<file path="config.mk">
export PLATFORM = sky130hd
export DESIGN_NAME = fetch_sequencer
export DESIGN_NICKNAME = d
export VERILOG_FILES = /design/src/rtl/fetch_sequencer_pkg.sv /design/src/rtl/fetch_sequencer_next_pc.sv /design/src/rtl/fetch_sequencer.sv
export SDC_FILE = /design/constraint.sdc
export NUM_CORES = 1
export LEC_CHECK = 0
export CAP_MARGIN = 25
export CORE_UTILIZATION = 42
export CTS_BUF_LIST = sky130_fd_sc_hd__clkbuf_8
export CTS_CLUSTER_SIZE = 20
export DETAILED_ROUTE_END_ITERATION = 8
export PLACE_DENSITY = 0.93
export SLEW_MARGIN = 15
export SYNTH_ARGS = -nofsm -noshare
export SYNTH_HDL_FRONTEND = slang
export SYNTH_SLANG_ARGS = --single-unit
</file>
<file path="constraint.sdc">
create_clock -name Clk -period 1.7 [get_ports Clk]
set_clock_uncertainty 0.05 [all_clocks]
set_input_delay 0.34 -clock Clk [delete_from_list [all_inputs] [get_ports Clk]]
set_output_delay 0.34 -clock Clk [all_outputs]
set_load 0.005 [all_outputs]
</file>
<file path="src/rtl/fetch_sequencer_pkg.sv">
// Shared definitions for the fetch sequencer: FSM state type, the halt
// instruction encoding and default widths.
package fetch_sequencer_pkg;

    typedef enum logic [1:0] {
        IDLE = 2'd0,
        RUN  = 2'd1,
        DONE = 2'd2
    } fetch_state_t;

    // Instruction word the decoder reports through Ack.
    localparam logic [8:0] HALT_WORD = 9'h1FF;

    localparam int unsigned PC_W_DEFAULT  = 10;
    localparam int unsigned CNT_W_DEFAULT = 16;

endpackage : fetch_sequencer_pkg

</file>
<file path="src/rtl/fetch_sequencer_next_pc.sv">
// Next-PC selection for a running program: hold on halt, jump on a taken
// branch, otherwise step to the following ROM word (wrapping at the top).
module next_pc_logic
    import fetch_sequencer_pkg::*;
#(
    parameter int unsigned PC_W = PC_W_DEFAULT
) (
    input  logic [PC_W-1:0] pc,
    input  logic            ack,
    input  logic            branch_en,
    input  logic            cond_flag,
    input  logic [PC_W-1:0] target,
    output logic [PC_W-1:0] next_pc
);

    // Priority mux: halt, then taken branch, then sequential increment.
    always_comb begin
        next_pc = pc + PC_W'(1);
        if (ack) begin
            next_pc = pc;
        end else if (branch_en && cond_flag) begin
            next_pc = target;
        end
    end

endmodule : next_pc_logic

</file>
<file path="src/rtl/fetch_sequencer.sv">
// Instruction fetch/sequencing unit. Owns the program counter, the
// compare condition flag and the IDLE/RUN/DONE program FSM.
// Optional feature: define FETCH_CYCLE_COUNT_EN to add the CycleCnt
// output, a saturating count of RUN cycles since the last accepted Start.
module fetch_sequencer
    import fetch_sequencer_pkg::*;
#(
    parameter int unsigned PC_W  = PC_W_DEFAULT,
    parameter int unsigned CNT_W = CNT_W_DEFAULT
) (
    input  logic            Clk,
    input  logic            Reset,
    input  logic            Start,
    input  logic [PC_W-1:0] StartAddr,
    input  logic            BranchEn,
    input  logic            SetInst,
    input  logic            CondIn,
    input  logic [PC_W-1:0] Target,
    input  logic            Ack,
    output logic [PC_W-1:0] ProgCtr,
    output logic            RunEn,
    output logic            Done
`ifdef FETCH_CYCLE_COUNT_EN
    ,
    output logic [CNT_W-1:0] CycleCnt
`endif
);

    if (PC_W < 1) begin : g_bad_pc_w
        $error("fetch_sequencer: PC_W must be at least 1");
    end
    if (CNT_W < 1) begin : g_bad_cnt_w
        $error("fetch_sequencer: CNT_W must be at least 1");
    end

    fetch_state_t    state, state_nxt;
    logic [PC_W-1:0] pc_nxt;
    logic [PC_W-1:0] pc_run;
    logic            cond_flag, cond_flag_nxt;
    logic            start_accept;

    next_pc_logic #(
        .PC_W(PC_W)
    ) u_next_pc (
        .pc        (ProgCtr),
        .ack       (Ack),
        .branch_en (BranchEn),
        .cond_flag (cond_flag),
        .target    (Target),
        .next_pc   (pc_run)
    );

    // State, PC and condition flag registers; reset overrides everything.
    always_ff @(posedge Clk) begin
        if (Reset) begin
            state     <= IDLE;
            ProgCtr   <= '0;
            cond_flag <= 1'b0;
        end else begin
            state     <= state_nxt;
            ProgCtr   <= pc_nxt;
            cond_flag <= cond_flag_nxt;
        end
    end

    // Next-state, next-PC and flag update for the program FSM.
    always_comb begin
        state_nxt     = state;
        pc_nxt        = ProgCtr;
        cond_flag_nxt = cond_flag;
        start_accept  = 1'b0;
        unique case (state)
            IDLE, DONE: begin
                if (Start) begin
                    start_accept  = 1'b1;
                    state_nxt     = RUN;
                    pc_nxt        = StartAddr;
                    cond_flag_nxt = 1'b0;
                end
            end
            RUN: begin
                // The branch decision inside next_pc_logic sees the
                // pre-edge flag, so a simultaneous SetInst only affects
                // later branches; a halt suppresses the flag update.
                pc_nxt = pc_run;
                if (Ack) begin
                    state_nxt = DONE;
                end else if (SetInst) begin
                    cond_flag_nxt = CondIn;
                end
            end
            default: begin
                state_nxt = IDLE;
            end
        endcase
    end

    // Status outputs decode directly from the state register.
    always_comb begin
        RunEn = (state == RUN);
        Done  = (state == DONE);
    end

`ifdef FETCH_CYCLE_COUNT_EN
    // Saturating RUN-cycle counter, cleared on reset and on program start.
    always_ff @(posedge Clk) begin
        if (Reset || start_accept) begin
            CycleCnt <= '0;
        end else if (state == RUN && CycleCnt != '1) begin
            CycleCnt <= CycleCnt + CNT_W'(1);
        end
    end
`endif

endmodule : fetch_sequencer
</file>
; ---- Word-level counts from Yosys, hierarchy flattened
; Index checks and enable logic that the tools add are counted.
[totals]
output_inout_bits = 12
in_bits = 27
elab_cells = 28
reg_bits = 13
[classes]
n_mux = 11
reduce_logical = 7
n_addsub = 1
eq_ne = 6
[op_table]
columns = cell, count
row1 = $mux 10, 3
row2 = $pmux 10 s2, 1
row3 = $add 10x1->10 const B, 1
row4 = $ne 2x2->1 const B, 4
row5 = $mux 2, 2
row6 = $pmux 2 s2, 1
row7 = $reduce_and 4->1, 1
row8 = $mux 1, 3
row9 = $reduce_and 3->1, 1
row10 = $eq 2x1->1 const B, 1
row11 = $eq 2x2->1 const B, 1
row12 = $logic_not 2->1, 1
row13 = $pmux 1 s2, 1
row14 = $reduce_and 2->1, 1
row15 = $reduce_bool 2->1, 1
row16 = $reduce_or 2->1, 1
row17 = $logic_and 1x1->1, 1

; ---- Logic depth before layout (Yosys ltp)
; Gate-level depths: netlist of the first run.
[logic_depth]
depth_word = 4
mapped_depth = 7
depth_no_buf = 6

; ---- By module
; A second synthesis of the first run with hierarchy kept.
[hier_totals]
hier_cells = 138
area_unflattened_um2 = 1088.5
[modules_own_cells]
columns = mod, cells_per_inst, area_each_um2, instances, seq_area_each_um2
row1 = fetch_sequencer, 71, 643.1, 1, 260.2
row2 = next_pc_logic, 67, 445.4, 1, 0.0

; ---- Worst setup path after synthesis of the first run
; OpenSTA, ideal clock, no wires.
[synth_timing]
kind = reg2reg
start = reg ProgCtr[0]
end = reg ProgCtr[4]
arrival_ns = 1.149
setup_ns = 0.122
synth_period_minus_slack_ns = 1.321
path_stages_with_launch = 7
setup_slack_ns = 0.379
required_ns = 1.528
n_path_buf = 0
cell_sequence = dfxtp_1 -> ha_1 -> nand3_1 -> xor2_1 -> a21oi_1 -> a211oi_1 -> nor3_1
[synth_via]
elab_chain_len = 4
[synth_lines]
columns = item, line
row1 = "start, declared", fetch_sequencer.sv:20  ; output logic [PC_W-1:0] ProgCtr,
row2 = "start signal, assigned", fetch_sequencer.sv:61  ; ProgCtr <= pc_nxt;
row3 = $add 10x1->10, fetch_sequencer_next_pc.sv:18  ; next_pc = pc + PC_W'(1);
row4 = $mux 10, fetch_sequencer_next_pc.sv:21  ; end else if (branch_en && cond_flag) begin
row5 = $mux 10, fetch_sequencer_next_pc.sv:19  ; if (ack) begin
row6 = $pmux 10 s2, fetch_sequencer.sv:72  ; unique case (state)
; No other way between the ends. The select of a mux whose other input is x is not followed.
; A chain may end at the register's enable or synchronous reset.

; ---- Worst setup path after layout of the first run
[layout_timing]
start = reg ProgCtr[3]
end = out ProgCtr[3]
; No word-level cell between the ends.

==> impl_metrics.yaml, run 1 <==
floorplanning:
  rows: 15
  core_area_um2: 1780
  die_area_um2: 2150
  initial_core_util_pct: 46.3
  die_height_um: 46.3
  ios: 39
  die_w_um: 46.3
clocking:
  cts_root_buffer: "clkbuf_8"
  path_clk_slew_ps: 60
  numCtsBuffers: 3
  clock_sinks: 13
  cts_tree: "yes"
  clockBufferDepth: 2
  worst_skew_pair.late_latency_ps: 250
  cts_hold_buf: 0
  cts.htree.levels: 1
drt:
  antenna_left: 0
  viasPerCell: 5.78
  drtIter0Drc: 22
  first_pass_iters: 4
  drcViolationCount: 0
  vias: 1046
  wl_per_cell_um: 14.5
  wl_um: 2630
global_route:
  antenna_found_initial: 0
  grtUsageTotal_pct: 26.9
  grt_pass1_vias: 910
  grt.overflow.total: 0
  grt_pass1_wl_um: 4060
  grt_start_max_net_pins: 14
worst_setup_path:
  r2r_slack_ps: 170
  crit_cells: 1
  crit_fanout: 7
  cp.required_ps: 1310
  path_delay_family: "buffers and inverters"
  rr_endpoint: "ProgCtr[4]$_SDFFE_PP0P_"
  crit_buf_inv: 1
  cp-startpoint: "ProgCtr[3]$_SDFFE_PP0P_"
  crit_path_start_kind: "flop"
  ff2ff_path_depth: 6
  crit_slowest_cell: "clkdlybuf4s50_1"
  path_class: "flop to output port"
  path_cells: "clkdlybuf4s50_1"
  crit_arrival_ps: 1280
  max_stage_delay_ps: 560
  worst_setup_path_end_kind: "output port"
  reg2reg_from: "ProgCtr[0]$_SDFFE_PP0P_"
  crit_end: "ProgCtr[3]"
synthesis:
  seq_area_frac_synth_pct: 31.5
  synthDistinctLibCells: 33
  synthCells: 112
  yosysWarnings: 0
  synth_top_family_by_area: "simple AND/OR/NAND/NOR gates"
  synth_compound_area_share_pct: 27.1
  synth-seq-cells: 13
  synthMuxAreaShare_pct: 0
  syn_area_um2: 826
  synth_nets: 140
  synth_fa_ha_area_share_pct: 1.52
  synth_area_per_cell_um2: 7.37
  synth_simple_gate_area_share_pct: 28.8
  yosys.area_share.xor_xnor_pct: 5.30
placed_design:
  port-buffer-count: 38
  gp_congestion: 0.901
  dp_hpwl_um: 1920
  dp_worst_setup_slack_ps: -65.6
power:
  p_clk_share_pct: 32.1
  vdd_ir_drop_max_uv: 507
  p_per_area_nw_per_um2: 687
  p_int_uw: 637
  power_frac_seq_pct: 40.3
  total_power_uw: 902
  power_switching_uw: 265
  leakage_uw: 0.000492
  p_comb_share_pct: 27.6
  p_sw_share_pct: 29.3
finish:
  drive_gt1_share_pct: 10.9
  area_delta_synth_final_pct: 59.1
  diodes: 0
  nNetsFinal: 185
  fill_cells: 139
  regArea_um2: 263
  multi_input_area_um2: 520
hold_path:
  hold_class: "flop to flop"
sta:
  period_needed_ps: 1670
  post-route-worst-setup-slack_ps: 26.6
  rsz0062_at_grt: "no"
  period_share_pct: 98.4
  setup_viol: 0
  finalHoldViolations: 0
  maxSlewViolCount: 0
  relSlewSlack_pct: 75.1
  tightestPinTransition_ps: 373
  fmax_mhz: 598
outcome:
  status: "finished clean"
flow_run:
  max-cap-violations: 0
==> layout make-up <==
class	instances	area share, %
Multi-Input combinational cell	90	39.6
Timing Repair Buffer	46	33.7
Sequential cell	13	20.0
Clock buffer	3	3.14
Tap cell	25	2.38
Inverter	3	0.857
Clock inverter	1	0.286
==> metrics by stage <==
step	area [um^2]	hold WS [ps]	TNS, ps	cells	utilization, %
global placement	1250	414	-86.1	176	70.3
CTS	1310	456	0	181	73.3
floorplan	826	369	0	112	-
finish	1310	451	0	181	73.7
detailed placement	1250	425	-283	176	70.3
global route	1310	481	0	181	73.7
==> synthesized netlist by cell type (all sizes together) <==
master | n | area (um^2)
clkbuf | 2 | 7.51
xor2 | 3 | 26.3
a32oi | 3 | 26.3
nor3 | 4 | 20.0
a311oi | 1 | 8.76
a22oi | 1 | 7.51
a22o | 2 | 17.5
inv | 3 | 11.3
ha | 1 | 12.5
o21a | 1 | 7.51
a21oi | 10 | 50.1
and2 | 1 | 6.26
dfxtp | 13 | 260
o32ai | 2 | 17.5
o211ai | 3 | 22.5
o21ai | 8 | 43.8
nand3 | 6 | 35.0
nor2 | 17 | 63.8
nor2b | 1 | 6.26
nand2 | 13 | 48.8
nor4 | 2 | 12.5
nand2b | 3 | 26.3
and3 | 1 | 6.26
or3 | 1 | 6.26
nand4 | 1 | 6.26
buf | 4 | 28.8
a211oi | 3 | 22.5
xnor2 | 2 | 17.5
==> timing repair <==
item	4_1_cts	5_1_grt
endpoints found under the setup margin	1	3
resized for setup	1	3
setup buffers	1	0
==> power groups by stage <==
stage	Combinational [uW]	Sequential [uW]	Clock, uW
after floorplan	104	363	0
after global placement	235	366	0
after detailed placement	241	368	0
after CTS	247	361	291
after global routing	271	366	305
final	249	364	289
==> worst min path at each step <==
stage / cells past startpoint / from / endpoint / slack [ps]
5_1_grt: 2 / cond_flag$_SDFFE_PP0P_ / cond_flag$_SDFFE_PP0P_ / 480
6_report: 2 / cond_flag$_SDFFE_PP0P_ / cond_flag$_SDFFE_PP0P_ / 450
3_5_place_dp: 2 / cond_flag$_SDFFE_PP0P_ / cond_flag$_SDFFE_PP0P_ / 420
4_1_cts: 2 / cond_flag$_SDFFE_PP0P_ / cond_flag$_SDFFE_PP0P_ / 460
2_1_floorplan: 1 / Reset / ProgCtr[3]$_SDFFE_PP0P_ / 370
3_3_place_gp: 2 / cond_flag$_SDFFE_PP0P_ / cond_flag$_SDFFE_PP0P_ / 410
==> cell usage in the layout, fill, tap and decap left out, drive strengths merged <==
| cell | Yosys | routed |
|---|---|---|
| clkdlybuf4s50 | 0 | 37 |
| nor2 | 17 | 17 |
| nand2 | 13 | 13 |
| dfxtp | 13 | 13 |
| a21oi | 10 | 10 |
| buf | 4 | 8 |
| o21ai | 8 | 8 |
| nand3 | 6 | 6 |
| inv | 3 | 4 |
| nor3 | 4 | 4 |
| xor2 | 3 | 3 |
| a211oi | 3 | 3 |
| a32oi | 3 | 3 |
| o211ai | 3 | 3 |
| clkbuf | 2 | 3 |
| nand2b | 3 | 3 |
| xnor2 | 2 | 2 |
| a22o | 2 | 2 |
| nor4 | 2 | 2 |
| o32ai | 2 | 2 |
| nor2b | 1 | 1 |
| o21a | 1 | 1 |
| nand4 | 1 | 1 |
| and2 | 1 | 1 |
| a22oi | 1 | 1 |
| a311oi | 1 | 1 |
| and3 | 1 | 1 |
| or3 | 1 | 1 |
| ha | 1 | 1 |
| dlymetal6s2s | 0 | 1 |
==> state kept, by name (all words and copies together) (netlist names) <==
signal,flops
ProgCtr,10
cond_flag,1
state,2
==> metal layers <==
metal | up-vias | track usage (%) | wire [um]
met4 | 0 | 11.2 | 49
met1 | 480 | 33.0 | 1100
met5 | - | 0 | 0
met2 | 66 | 45.6 | 1280
met3 | 9 | 4.71 | 202
li1 | 491 | - | -
==> kinds of logic after synthesis <==
kind of cell,after synthesis
buffers and inverters,9
DFF,13
xor gates and xnor gates,5
adders and majority gates,1
AOI/OAI and AO/OA,34
and+or+nand+nor,50
(Power assumes the default switching activity.)
==> run 2, diff against run 1 <==
--- a/config.mk
+++ b/config.mk
@@ -15,3 +15,4 @@
 export SYNTH_ARGS = -nofsm -noshare
 export SYNTH_HDL_FRONTEND = slang
 export SYNTH_SLANG_ARGS = --single-unit
+export TNS_END_PERCENT = 5
==> results of run 2 <==
No change in the layout: final DEF, timing and power equal those of run 1.
